`src/rtl/img_pkg.sv`:
```
// Shared widths, writer state encoding and output beat payload for the window frame writer.
package img_pkg;

  localparam int unsigned PIX_W    = 8;
  localparam int unsigned WIDTH_W  = 13;
  localparam int unsigned HEIGHT_W = 11;
  localparam int unsigned MIN_DIM  = 3;

  typedef enum logic [2:0] {
    ST_IDLE,
    ST_TOP,
    ST_LEFT,
    ST_BODY,
    ST_RIGHT,
    ST_BOTTOM
  } writer_state_e;

  typedef struct packed {
    logic [PIX_W-1:0] data;
    logic             sof;
    logic             eol;
    logic             eof;
  } out_beat_t;

  function automatic out_beat_t mk_beat(input logic [PIX_W-1:0] data,
                                        input logic sof, input logic eol, input logic eof);
    out_beat_t b;
    b.data = data;
    b.sof  = sof;
    b.eol  = eol;
    b.eof  = eof;
    return b;
  endfunction

endpackage

```
`src/rtl/window_frame_writer_if.sv`:
```
// Frame control, interior pixel input and raster output signals of the window frame writer.
interface window_frame_writer_if;
  import img_pkg::*;

  logic                start;
  logic [WIDTH_W-1:0]  image_width;
  logic [HEIGHT_W-1:0] image_height;
  logic [PIX_W-1:0]    in_data;
  logic                in_valid;
  logic                in_ready;
  logic [PIX_W-1:0]    out_data;
  logic                out_valid;
  logic                out_ready;
  logic                out_sof;
  logic                out_eol;
  logic                out_eof;
  logic                busy;
  logic                frame_done;

  modport slave (
    input  start, image_width, image_height, in_data, in_valid, out_ready,
    output in_ready, out_data, out_valid, out_sof, out_eol, out_eof, busy, frame_done
  );

  modport master (
    output start, image_width, image_height, in_data, in_valid, out_ready,
    input  in_ready, out_data, out_valid, out_sof, out_eol, out_eof, busy, frame_done
  );
endinterface

```
`src/rtl/pixel_fifo.sv`:
```
// Synchronous FIFO with a registered head stage; DEPTH counts memory plus head entries.
module pixel_fifo #(
  parameter int unsigned DATA_W = 8,
  parameter int unsigned DEPTH  = 16
) (
  input  logic              clk,
  input  logic              reset,
  input  logic              push_i,
  input  logic [DATA_W-1:0] wr_data_i,
  input  logic              pop_i,
  output logic [DATA_W-1:0] head_o,
  output logic              full_o,
  output logic              empty_o
);
  localparam int unsigned AW = $clog2(DEPTH);
  localparam int unsigned CW = AW + 1;

  logic [DATA_W-1:0] mem_q [DEPTH];
  logic [AW-1:0]     wr_ptr_q, rd_ptr_q;
  logic [CW-1:0]     mem_cnt_q;
  logic [DATA_W-1:0] head_q;
  logic              head_vld_q;
  logic              load;

  // Refill the head register whenever it is free or being consumed.
  assign load    = (!head_vld_q || pop_i) && (mem_cnt_q != '0);
  assign full_o  = (mem_cnt_q + CW'(head_vld_q)) == CW'(DEPTH);
  assign empty_o = !head_vld_q;
  assign head_o  = head_q;

  always_ff @(posedge clk) begin
    if (push_i) mem_q[wr_ptr_q] <= wr_data_i;
  end

  always_ff @(posedge clk) begin
    if (reset) begin
      wr_ptr_q   <= '0;
      rd_ptr_q   <= '0;
      mem_cnt_q  <= '0;
      head_q     <= '0;
      head_vld_q <= 1'b0;
    end else begin
      if (push_i) wr_ptr_q <= wr_ptr_q + AW'(1);
      if (load) begin
        head_q     <= mem_q[rd_ptr_q];
        head_vld_q <= 1'b1;
        rd_ptr_q   <= rd_ptr_q + AW'(1);
      end else if (pop_i) begin
        head_vld_q <= 1'b0;
      end
      mem_cnt_q <= mem_cnt_q + CW'(push_i) - CW'(load);
    end
  end
endmodule

```
`src/rtl/window_frame_writer.sv`:
```
// Re-emits the interior pixel stream as a full W x H raster with a 1-pixel border and frame markers.
// Define BORDER_EDGE_EN to replicate each interior row's edge pixels into its left/right border.
module window_frame_writer
  import img_pkg::*;
#(
  parameter logic [PIX_W-1:0] BORDER_VALUE = 8'd0,
  parameter int unsigned      FIFO_DEPTH   = 16
) (
  input logic                  clk,
  input logic                  reset,
  window_frame_writer_if.slave bus
);
  writer_state_e       state_q;
  logic [WIDTH_W-1:0]  w_q, col_q, in_col_q;
  logic [HEIGHT_W-1:0] h_q, row_q, in_row_q;
  logic                busy_q, done_q, in_done_q, out_valid_q;
  out_beat_t           out_q;
  logic [PIX_W-1:0]    head;
  logic                fifo_full, fifo_empty, in_ready_c, push, pop, adv, last_col, start_ok;
`ifdef BORDER_EDGE_EN
  logic [PIX_W-1:0]    edge_q;
`endif

  assign adv        = !out_valid_q || bus.out_ready;
  assign in_ready_c = busy_q && !fifo_full && !in_done_q;
  assign push       = bus.in_valid && in_ready_c;
  assign pop        = adv && (state_q == ST_BODY) && !fifo_empty;
  assign last_col   = col_q == (w_q - WIDTH_W'(1));
  assign start_ok   = bus.start && (state_q == ST_IDLE) && !done_q &&
                      (bus.image_width >= WIDTH_W'(MIN_DIM)) &&
                      (bus.image_height >= HEIGHT_W'(MIN_DIM));

  pixel_fifo #(.DATA_W(PIX_W), .DEPTH(FIFO_DEPTH)) u_fifo (
    .clk       (clk),
    .reset     (reset),
    .push_i    (push),
    .wr_data_i (bus.in_data),
    .pop_i     (pop),
    .head_o    (head),
    .full_o    (fifo_full),
    .empty_o   (fifo_empty)
  );

  // Interior input counter: stops accepting once (W-2)*(H-2) pixels are in.
  always_ff @(posedge clk) begin
    if (reset) begin
      in_col_q  <= '0;
      in_row_q  <= '0;
      in_done_q <= 1'b0;
    end else if (start_ok) begin
      in_col_q  <= '0;
      in_row_q  <= '0;
      in_done_q <= 1'b0;
    end else if (push) begin
      if (in_col_q == (w_q - WIDTH_W'(3))) begin
        in_col_q <= '0;
        if (in_row_q == (h_q - HEIGHT_W'(3))) in_done_q <= 1'b1;
        else                                  in_row_q  <= in_row_q + HEIGHT_W'(1);
      end else begin
        in_col_q <= in_col_q + WIDTH_W'(1);
      end
    end
  end

  always_ff @(posedge clk) begin
    if (reset) begin
      state_q     <= ST_IDLE;
      w_q         <= '0;
      h_q         <= '0;
      col_q       <= '0;
      row_q       <= '0;
      busy_q      <= 1'b0;
      done_q      <= 1'b0;
      out_valid_q <= 1'b0;
      out_q       <= '0;
`ifdef BORDER_EDGE_EN
      edge_q      <= '0;
`endif
    end else begin
      done_q <= 1'b0;
      if (adv) begin
        out_valid_q <= 1'b0;
        out_q       <= mk_beat(out_q.data, 1'b0, 1'b0, 1'b0);
        case (state_q)
          ST_IDLE: if (start_ok) begin
            // Pixel (0,0) is loaded together with the start so it is valid the next cycle.
            w_q         <= bus.image_width;
            h_q         <= bus.image_height;
            busy_q      <= 1'b1;
            col_q       <= WIDTH_W'(1);
            row_q       <= '0;
            out_valid_q <= 1'b1;
            out_q       <= mk_beat(BORDER_VALUE, 1'b1, 1'b0, 1'b0);
            state_q     <= ST_TOP;
          end
          ST_TOP: begin
            out_valid_q <= 1'b1;
            out_q       <= mk_beat(BORDER_VALUE, 1'b0, last_col, 1'b0);
            if (last_col) begin
              col_q   <= '0;
              row_q   <= HEIGHT_W'(1);
              state_q <= ST_LEFT;
            end else begin
              col_q <= col_q + WIDTH_W'(1);
            end
          end
          ST_LEFT: begin
`ifdef BORDER_EDGE_EN
            if (!fifo_empty) begin
              out_valid_q <= 1'b1;
              out_q       <= mk_beat(head, 1'b0, 1'b0, 1'b0);
              col_q       <= WIDTH_W'(1);
              state_q     <= ST_BODY;
            end
`else
            out_valid_q <= 1'b1;
            out_q       <= mk_beat(BORDER_VALUE, 1'b0, 1'b0, 1'b0);
            col_q       <= WIDTH_W'(1);
            state_q     <= ST_BODY;
`endif
          end
          ST_BODY: if (!fifo_empty) begin
            out_valid_q <= 1'b1;
            out_q       <= mk_beat(head, 1'b0, 1'b0, 1'b0);
`ifdef BORDER_EDGE_EN
            edge_q      <= head;
`endif
            col_q       <= col_q + WIDTH_W'(1);
            if (col_q == (w_q - WIDTH_W'(2))) state_q <= ST_RIGHT;
          end
          ST_RIGHT: begin
            out_valid_q <= 1'b1;
`ifdef BORDER_EDGE_EN
            out_q       <= mk_beat(edge_q, 1'b0, 1'b1, 1'b0);
`else
            out_q       <= mk_beat(BORDER_VALUE, 1'b0, 1'b1, 1'b0);
`endif
            col_q       <= '0;
            if (row_q == (h_q - HEIGHT_W'(2))) state_q <= ST_BOTTOM;
            else                               state_q <= ST_LEFT;
            row_q       <= row_q + HEIGHT_W'(1);
          end
          ST_BOTTOM: begin
            // An eof beat still in the register means it was just accepted.
            if (out_q.eof) begin
              busy_q  <= 1'b0;
              done_q  <= 1'b1;
              state_q <= ST_IDLE;
            end else begin
              out_valid_q <= 1'b1;
              out_q       <= mk_beat(BORDER_VALUE, 1'b0, last_col, last_col);
              if (!last_col) col_q <= col_q + WIDTH_W'(1);
            end
          end
          default: state_q <= ST_IDLE;
        endcase
      end
    end
  end

  assign bus.in_ready   = in_ready_c;
  assign bus.out_data   = out_q.data;
  assign bus.out_valid  = out_valid_q;
  assign bus.out_sof    = out_q.sof;
  assign bus.out_eol    = out_q.eol;
  assign bus.out_eof    = out_q.eof;
  assign bus.busy       = busy_q;
  assign bus.frame_done = done_q;
endmodule
```
`src/flat_wrapper.sv`:
```
// flat-port wrapper written by rule: the top's interface ports become plain ports
module window_frame_writer_flat import img_pkg::*;
#(
  parameter logic [PIX_W-1:0] BORDER_VALUE = 8'd0,
  parameter int unsigned      FIFO_DEPTH   = 16
)
  (clk, reset, bus_start, bus_image_width, bus_image_height, bus_in_data, bus_in_valid, bus_out_ready, bus_in_ready, bus_out_data, bus_out_valid, bus_out_sof, bus_out_eol, bus_out_eof, bus_busy, bus_frame_done);
  window_frame_writer_if bus_i ();
  input logic clk;
  input logic reset;
  input wire logic [$bits(bus_i.start)-1:0] bus_start;
  input wire logic [$bits(bus_i.image_width)-1:0] bus_image_width;
  input wire logic [$bits(bus_i.image_height)-1:0] bus_image_height;
  input wire logic [$bits(bus_i.in_data)-1:0] bus_in_data;
  input wire logic [$bits(bus_i.in_valid)-1:0] bus_in_valid;
  input wire logic [$bits(bus_i.out_ready)-1:0] bus_out_ready;
  output wire logic [$bits(bus_i.in_ready)-1:0] bus_in_ready;
  output wire logic [$bits(bus_i.out_data)-1:0] bus_out_data;
  output wire logic [$bits(bus_i.out_valid)-1:0] bus_out_valid;
  output wire logic [$bits(bus_i.out_sof)-1:0] bus_out_sof;
  output wire logic [$bits(bus_i.out_eol)-1:0] bus_out_eol;
  output wire logic [$bits(bus_i.out_eof)-1:0] bus_out_eof;
  output wire logic [$bits(bus_i.busy)-1:0] bus_busy;
  output wire logic [$bits(bus_i.frame_done)-1:0] bus_frame_done;
  assign bus_i.start = bus_start;
  assign bus_i.image_width = bus_image_width;
  assign bus_i.image_height = bus_image_height;
  assign bus_i.in_data = bus_in_data;
  assign bus_i.in_valid = bus_in_valid;
  assign bus_i.out_ready = bus_out_ready;
  assign bus_in_ready = bus_i.in_ready;
  assign bus_out_data = bus_i.out_data;
  assign bus_out_valid = bus_i.out_valid;
  assign bus_out_sof = bus_i.out_sof;
  assign bus_out_eol = bus_i.out_eol;
  assign bus_out_eof = bus_i.out_eof;
  assign bus_busy = bus_i.busy;
  assign bus_frame_done = bus_i.frame_done;
  window_frame_writer #(.BORDER_VALUE(BORDER_VALUE), .FIFO_DEPTH(FIFO_DEPTH)) u_core (.clk(clk), .reset(reset), .bus(bus_i));
endmodule
```
`config.mk`:
```
export PLATFORM = sky130hd
export DESIGN_NAME = window_frame_writer_flat
export DESIGN_NICKNAME = d
export VERILOG_FILES = /design/src/rtl/img_pkg.sv /design/src/rtl/window_frame_writer_if.sv /design/src/rtl/pixel_fifo.sv /design/src/rtl/window_frame_writer.sv /design/src/flat_wrapper.sv
export SDC_FILE = /design/constraint.sdc
export NUM_CORES = 1
export LEC_CHECK = 0
export ABC_AREA = 1
export CORE_MARGIN = 4
export CORE_UTILIZATION = 60
export DETAILED_ROUTE_END_ITERATION = 10
export DONT_BUFFER_PORTS = 1
export PLACE_DENSITY = 0.77
export SLEW_MARGIN = 20
export SYNTH_ARGS = -nofsm -noshare
export SYNTH_HDL_FRONTEND = slang
export SYNTH_HIERARCHICAL = 1
export SYNTH_SLANG_ARGS = --single-unit
```
`constraint.sdc`:
```
create_clock -name clk -period 3.7 [get_ports clk]
set_input_delay 0.555 -clock clk [delete_from_list [all_inputs] [get_ports clk]]
set_output_delay 0.555 -clock clk [all_outputs]
set_load 0.1 [all_outputs]
```
==> results_dict.tcl, run 1 <==
set metrics [dict create \
    htree_levels 1 \
    die_h_um 154.0 \
    yosys_warnings 6 \
    worst-setup-path-type "reg -> reg" \
    regToRegStartpoint "u_core/state_q[0]" \
    max_cap_violations 0 \
    max_clock_freq_mhz 308.9 \
    post_cts.resized_instances 0 \
    number_of_different_library_cells_in_the_post_synthesis_netlist 44 \
    yosys.area_share.xor_xnor 0.06781 \
    synth_ff_type "sky130_fd_sc_hd__edfxtp_1" \
    mappedNetlistNets 1686 \
    dp_wirelength_mm 21.15 \
    layout.cell_area.non_filler_um2 13720 \
    async_reset_ff_frac 0 \
    core.rowCount 53 \
    design.core.area_um2 21020 \
    hold_path_startpoint "reset" \
    timing.final.setup_violations 0 \
    final_hold_slack_ns 0.1007 \
    finalNonFillerCells 1899 \
    yosys.area.top_type "sky130_fd_sc_hd__edfxtp_1" \
    grt_antenna_before_repair 0 \
    wl_per_cell_um 16.16 \
    io_pins 52 \
    run_status "finished, final reports clean" \
    die_area_um2 23710 \
    synth-edff-count 128 \
    average_instance_area_after_synthesis_um2 7.884 \
    totalWireLength_mm 30.68 \
    clk_transition_reported_paths_ns 0.07 \
    critPathArrivalTime_ns 3.70 \
    number_of_diodes 0 \
    cts-buffers-inserted 25 \
    crit_fanout 20 \
    grt_first_pass_wirelength_mm 49.18 \
    nNetsFinal 1669 \
    combinational_family_with_the_most_area_after_synthesis "simple AND/OR/NAND/NOR gates" \
    clockBufferDepth 3 \
    post_drt_via_cell_ratio 5.501 \
    globalRoute.totalOverflow 0 \
    setup.worst_path.end_class "register" \
    clk_root_buffer_cell "sky130_fd_sc_hd__clkbuf_16" \
    gr-usage-all-layers 0.2539 \
    worst_hold_path_type "in -> reg" \
    dpl.cell_count 1853 \
    timing.slew.headroom 0.2699 \
    crit_path_start "u_core/state_q[0]" \
    dr.first_iter.drc_count 1265 \
    worstPathRequired_ns 4.16 \
    initial_utilization 0.6083 \
    synth_fa_ha_area_frac 0.02701 \
    complex_gate_fraction_of_the_synthesized_area 0.05577 \
    postCtsSetupBuffers 0 \
    grt_max_degree 67 \
    synthCells 1622 \
    fin_ws_ns 0.4626 \
    slew_worst_pin_ns 1.094 \
    post_synth_main_area_contributors "sky130_fd_sc_hd__edfxtp_1, sky130_fd_sc_hd__dfxtp_1, sky130_fd_sc_hd__nand2_1" \
    min_period_ns 3.237 \
    route.detailed.drc 0 \
    fillers 1788 \
    firstDrtPassIters 5 \
    yosysTopAreaCellShare 0.3006 \
    synthMostInstantiatedCell "sky130_fd_sc_hd__nand2_1" \
    antenna_violating_nets_post_route 0 \
    total_leakage_power_nw 5.697 \
    yosys_register_bits 240 \
    die_w_um 154.0 \
    peakVddDrop_mv 0.4054 \
    place.gp.congestion 0.9701 \
    synth.mux.area_fraction 0 \
    critical_path.startpoint_type "register" \
    final_min_period_over_clock_period 0.8750 \
    grt_setup_unrepaired "no" \
    final.setup.tns_ns 0 \
    skew_ns 0.02485 \
    grt_pass1_vias 9658 \
    cts_tree "yes" \
    finalMaxSlewViolations 0 \
    final_hold_violation_count 0 \
    ys_top_cells_by_count "sky130_fd_sc_hd__nand2_1, sky130_fd_sc_hd__nor2_1, sky130_fd_sc_hd__nand3_1" \
    route.vias.total 10450 \
    p_per_area_nw_per_um2 706.8 \
    ratio_of_cells_with_drive_above_1_in_the_final_layout 0.08128 \
    ctsHoldBuffers 0 \
    clock-sinks 240 \
    place_worst_setup_slack_ns 0.5510 \
    post_synthesis_instance_area_um2 12790 \
    port_buffers 0 \
    area_after_dpl_um2 12910 \
    clk-insertion-delay-late_ns 0.53 \
    synth.yosys.seq_area_share 0.4759 \
    synthToLayoutAreaGrowth_pct 7.270 \
    synth_simple_gate_area_share 0.2921 \
]
[worst max-delay path, cell delays in order, from the launching register on]
cell	delay [ns]
sky130_fd_sc_hd__dfxtp_1	0.38
sky130_fd_sc_hd__inv_1	0.12
sky130_fd_sc_hd__nor3_1	0.18
sky130_fd_sc_hd__buf_4	0.21
sky130_fd_sc_hd__inv_1	0.07
sky130_fd_sc_hd__nor3_1	0.11
sky130_fd_sc_hd__or2_1	0.16
sky130_fd_sc_hd__nand2_2	0.10
sky130_fd_sc_hd__inv_2	0.26
sky130_fd_sc_hd__ha_1	0.29
sky130_fd_sc_hd__inv_1	0.06
sky130_fd_sc_hd__ha_1	0.17
sky130_fd_sc_hd__inv_1	0.06
sky130_fd_sc_hd__fa_1	0.40
sky130_fd_sc_hd__o31ai_1	0.35
sky130_fd_sc_hd__o21ai_1	0.11
sky130_fd_sc_hd__a21oi_1	0.12
[flip-flops by register name, indices dropped and copies added, names as in the netlist, 4 cells and up]
name and cells:
u_core/u_fifo/wr_ptr_q 4, u_core/bus.out_data 8, u_core/w_q 13, u_core/u_fifo/mem_q 128, u_core/u_fifo/mem_cnt_q 5, u_core/row_q 11
u_core/col_q 13, u_core/u_fifo/rd_ptr_q 4, u_core/h_q 11, u_core/in_col_q 13, u_core/u_fifo/head_o 8, u_core/in_row_q 11
[power by group]
part	leakage, nW	internal [mW]	total [mW]	switching [mW]
sequential	2.06	3.02	3.39	0.367
combinational	3.25	1.20	3.83	2.64
clock	0.384	1.45	2.47	1.02
[layer usage]
metal,GRT usage,vias to the layer above,share of wire
met5,0,-,0
li1,-,5179,-
met1,0.3568,4890,0.44
met4,0.05214,0,0.017
met2,0.4183,330,0.48
met3,0.04306,48,0.067
[layout make-up]
type                    instances  area [µm²]  area share
clock inverters                17       165.2     0.01204
flip-flops and latches        240        6087      0.4438
repair buffers                  9       67.56    0.004926
clock buffers                  29       640.6     0.04670
well taps                     275       344.1     0.02508
multi-input cells            1130        5660      0.4127
inverters                     199       752.0     0.05482
[logic make-up (layout without fill, tap and decap cells)]
kind of cell / Yosys count / in the layout
AOI/OAI and AO/OA: 140 / 140
DFF: 240 / 240
xor gates and xnor gates: 99 / 99
buffers and inverters: 252 / 254
and+or+nand+nor: 864 / 864
adders and majority gates: 27 / 27
[cells in the final DEF, fill, tap and decap left out, drive strengths merged]
cell type,count
o31ai,1
dfxtp,112
clkinvlp,4
fa,1
nand3b,7
and2,1
o22ai,3
clkbuf,29
or2,9
xnor2,35
clkinv,13
o21ai,65
o21a,1
buf,9
inv,196
ha,26
nor2,205
edfxtp,128
nand2,425
nor4,8
nand4,18
bufinv,3
a21oi,68
a211oi,1
nor3,32
a31oi,1
nor3b,2
xor2,64
nand3,157
[final timing paths]
path	endpoint	slack, ns	cells after the start
setup reg to reg	u_core/u_fifo/mem_cnt_q[4]	0.46	16
setup / recovery	u_core/u_fifo/mem_cnt_q[4]	0.46	16
hold reg to reg	u_core/in_done_q	0.46	2
hold / removal	u_core/bus.out_data[2]	0.10	1
[metrics by stage]
step	power (mW)	util
2_1_floorplan	6.421	-
3_3_place_gp	7.105	0.6141
4_1_cts	9.665	0.6525
6_report	9.695	0.6525
5_1_grt	10.35	0.6525
3_5_place_dp	7.186	0.6141
Power figures use the tool's default switching activity.
==> run 2: changes to the inputs <==
--- a/config.mk
+++ b/config.mk
@@ -6,6 +6,7 @@
 export NUM_CORES = 1
 export LEC_CHECK = 0
 export ABC_AREA = 1
+export ABC_CLOCK_PERIOD_IN_PS = 3700
 export CORE_MARGIN = 4
 export CORE_UTILIZATION = 60
 export DETAILED_ROUTE_END_ITERATION = 10
==> results of run 2 <==
Final layout, timing and power as in run 1 (identical DEF).
==> patch (config.mk and constraints of run 1) <==
`HEIGHT_W`: 11 -> 22.
--- a/src/rtl/img_pkg.sv
+++ b/src/rtl/img_pkg.sv
@@ -3,7 +3,7 @@
 
   localparam int unsigned PIX_W    = 8;
   localparam int unsigned WIDTH_W  = 13;
-  localparam int unsigned HEIGHT_W = 11;
+  localparam int unsigned HEIGHT_W = 22;
   localparam int unsigned MIN_DIM  = 3;
 
   typedef enum logic [2:0] {
Ports: changed (resized bus_image_height); port bits go from 52 to 63. No check against the original RTL was run, so the function may have changed too.
==> patch against run 1 <==
Final area rose by 23%; routed wire length up 33%; global-route usage up 2.3 points; hold slack got worse by 0.045 ns; largest power group unchanged; sequential cell count increased by 33; setup slack gained 0.12 ns; synthesized area increased by 24%; count of clock-buffer cells in the layout rose by 12; total power is 15% higher; clock skew shrank 0.010 ns.
==> patch: results <==
metrics = {
    "logic_synthesis": {
        "synthTopCellsByCount": "nand2_1, nor2_1, nand3_1",
        "ys_types": 47,
        "syn_inst": 2160,
        "synth_xor_area_share_pct": 6.94,
        "synth-compound-area-share_pct": 5.36,
        "synth_flop_cell": "dfxtp_1",
    },
    "placed_design": {
        "dp_slack_ns": 0.633,
        "hpwl_mm": 29.4,
        "placed_cell_area_um2": 16000,
        "placed_cells": 2429,
        "place_congestion": 0.983,
    },
    "critical_path": {
        "slowest_stage": "dfxtp_1",
    },
    "run_status": {
        "status": "complete, no violations",
    },
    "grt": {
        "grt_use_met1_pct": 38.0,
        "grt_pass1_wl_mm": 65.6,
        "grt_pass1_vias": 12900,
        "met3_usage_pct": 4.48,
        "grt_max_degree": 81,
        "met2_usage_pct": 45.7,
    },
    "detailed_routing": {
        "vias": 14000,
        "wl_met3_mm": 3.19,
        "initialDrtViolationCount": 1335,
        "route.met2.wl_mm": 18.8,
        "dr.pass1.iters": 6,
        "wl_met1_mm": 17.6,
        "viasPerCell": 5.62,
    },
    "clocking": {
        "clock_latency_ns": 0.57,
        "numCtsBuffers": 29,
    },
    "pwr": {
        "ir_drop_v": 0.000528,
        "pg_comb_uw": 4610,
        "internal-power_uw": 6450,
        "p_seq_uw": 3690,
        "p_leak_uw": 0.00699,
    },
    "finish": {
        "register_area_um2": 6750,
        "fill_cells": 2293,
    },
    "timing": {
        "finClkSkew_ns": 0.0144,
    },
}
==> patch: path summary, 6_finish.rpt <==
kind / startpoint / end / slack [ns] / depth (start not counted)
max: u_core/state_q[1]$_SDFFE_PP0P_ / u_core/u_fifo/mem_cnt_q[4]$_SDFF_PP0_ / 0.58 / 16
min: reset / u_core/bus.out_data[5]$_SDFFE_PP0P_ / 0.06 / 1
max reg2reg: u_core/state_q[1]$_SDFFE_PP0P_ / u_core/u_fifo/mem_cnt_q[4]$_SDFF_PP0_ / 0.58 / 16
min reg2reg: u_core/col_q[3]$_SDFFE_PP0P_ / u_core/col_q[3]$_SDFFE_PP0P_ / 0.51 / 2
==> patch: cells by family after synthesis <==
kind of cell / count (synthesis)
flops: 273
xor+xnor: 124
simple gates: 1246
fa+ha+maj: 27
buf+inv: 326
compound gates: 164
==> patch: final cells by class <==
cell class,count,share of cell area (%)
clock buffer,41,4.90
clock inverter,13,0.643
inverter,242,5.38
multi-input combinational,1561,45.9
sequential,273,39.9
tap,335,2.48
timing repair buffer,18,0.798
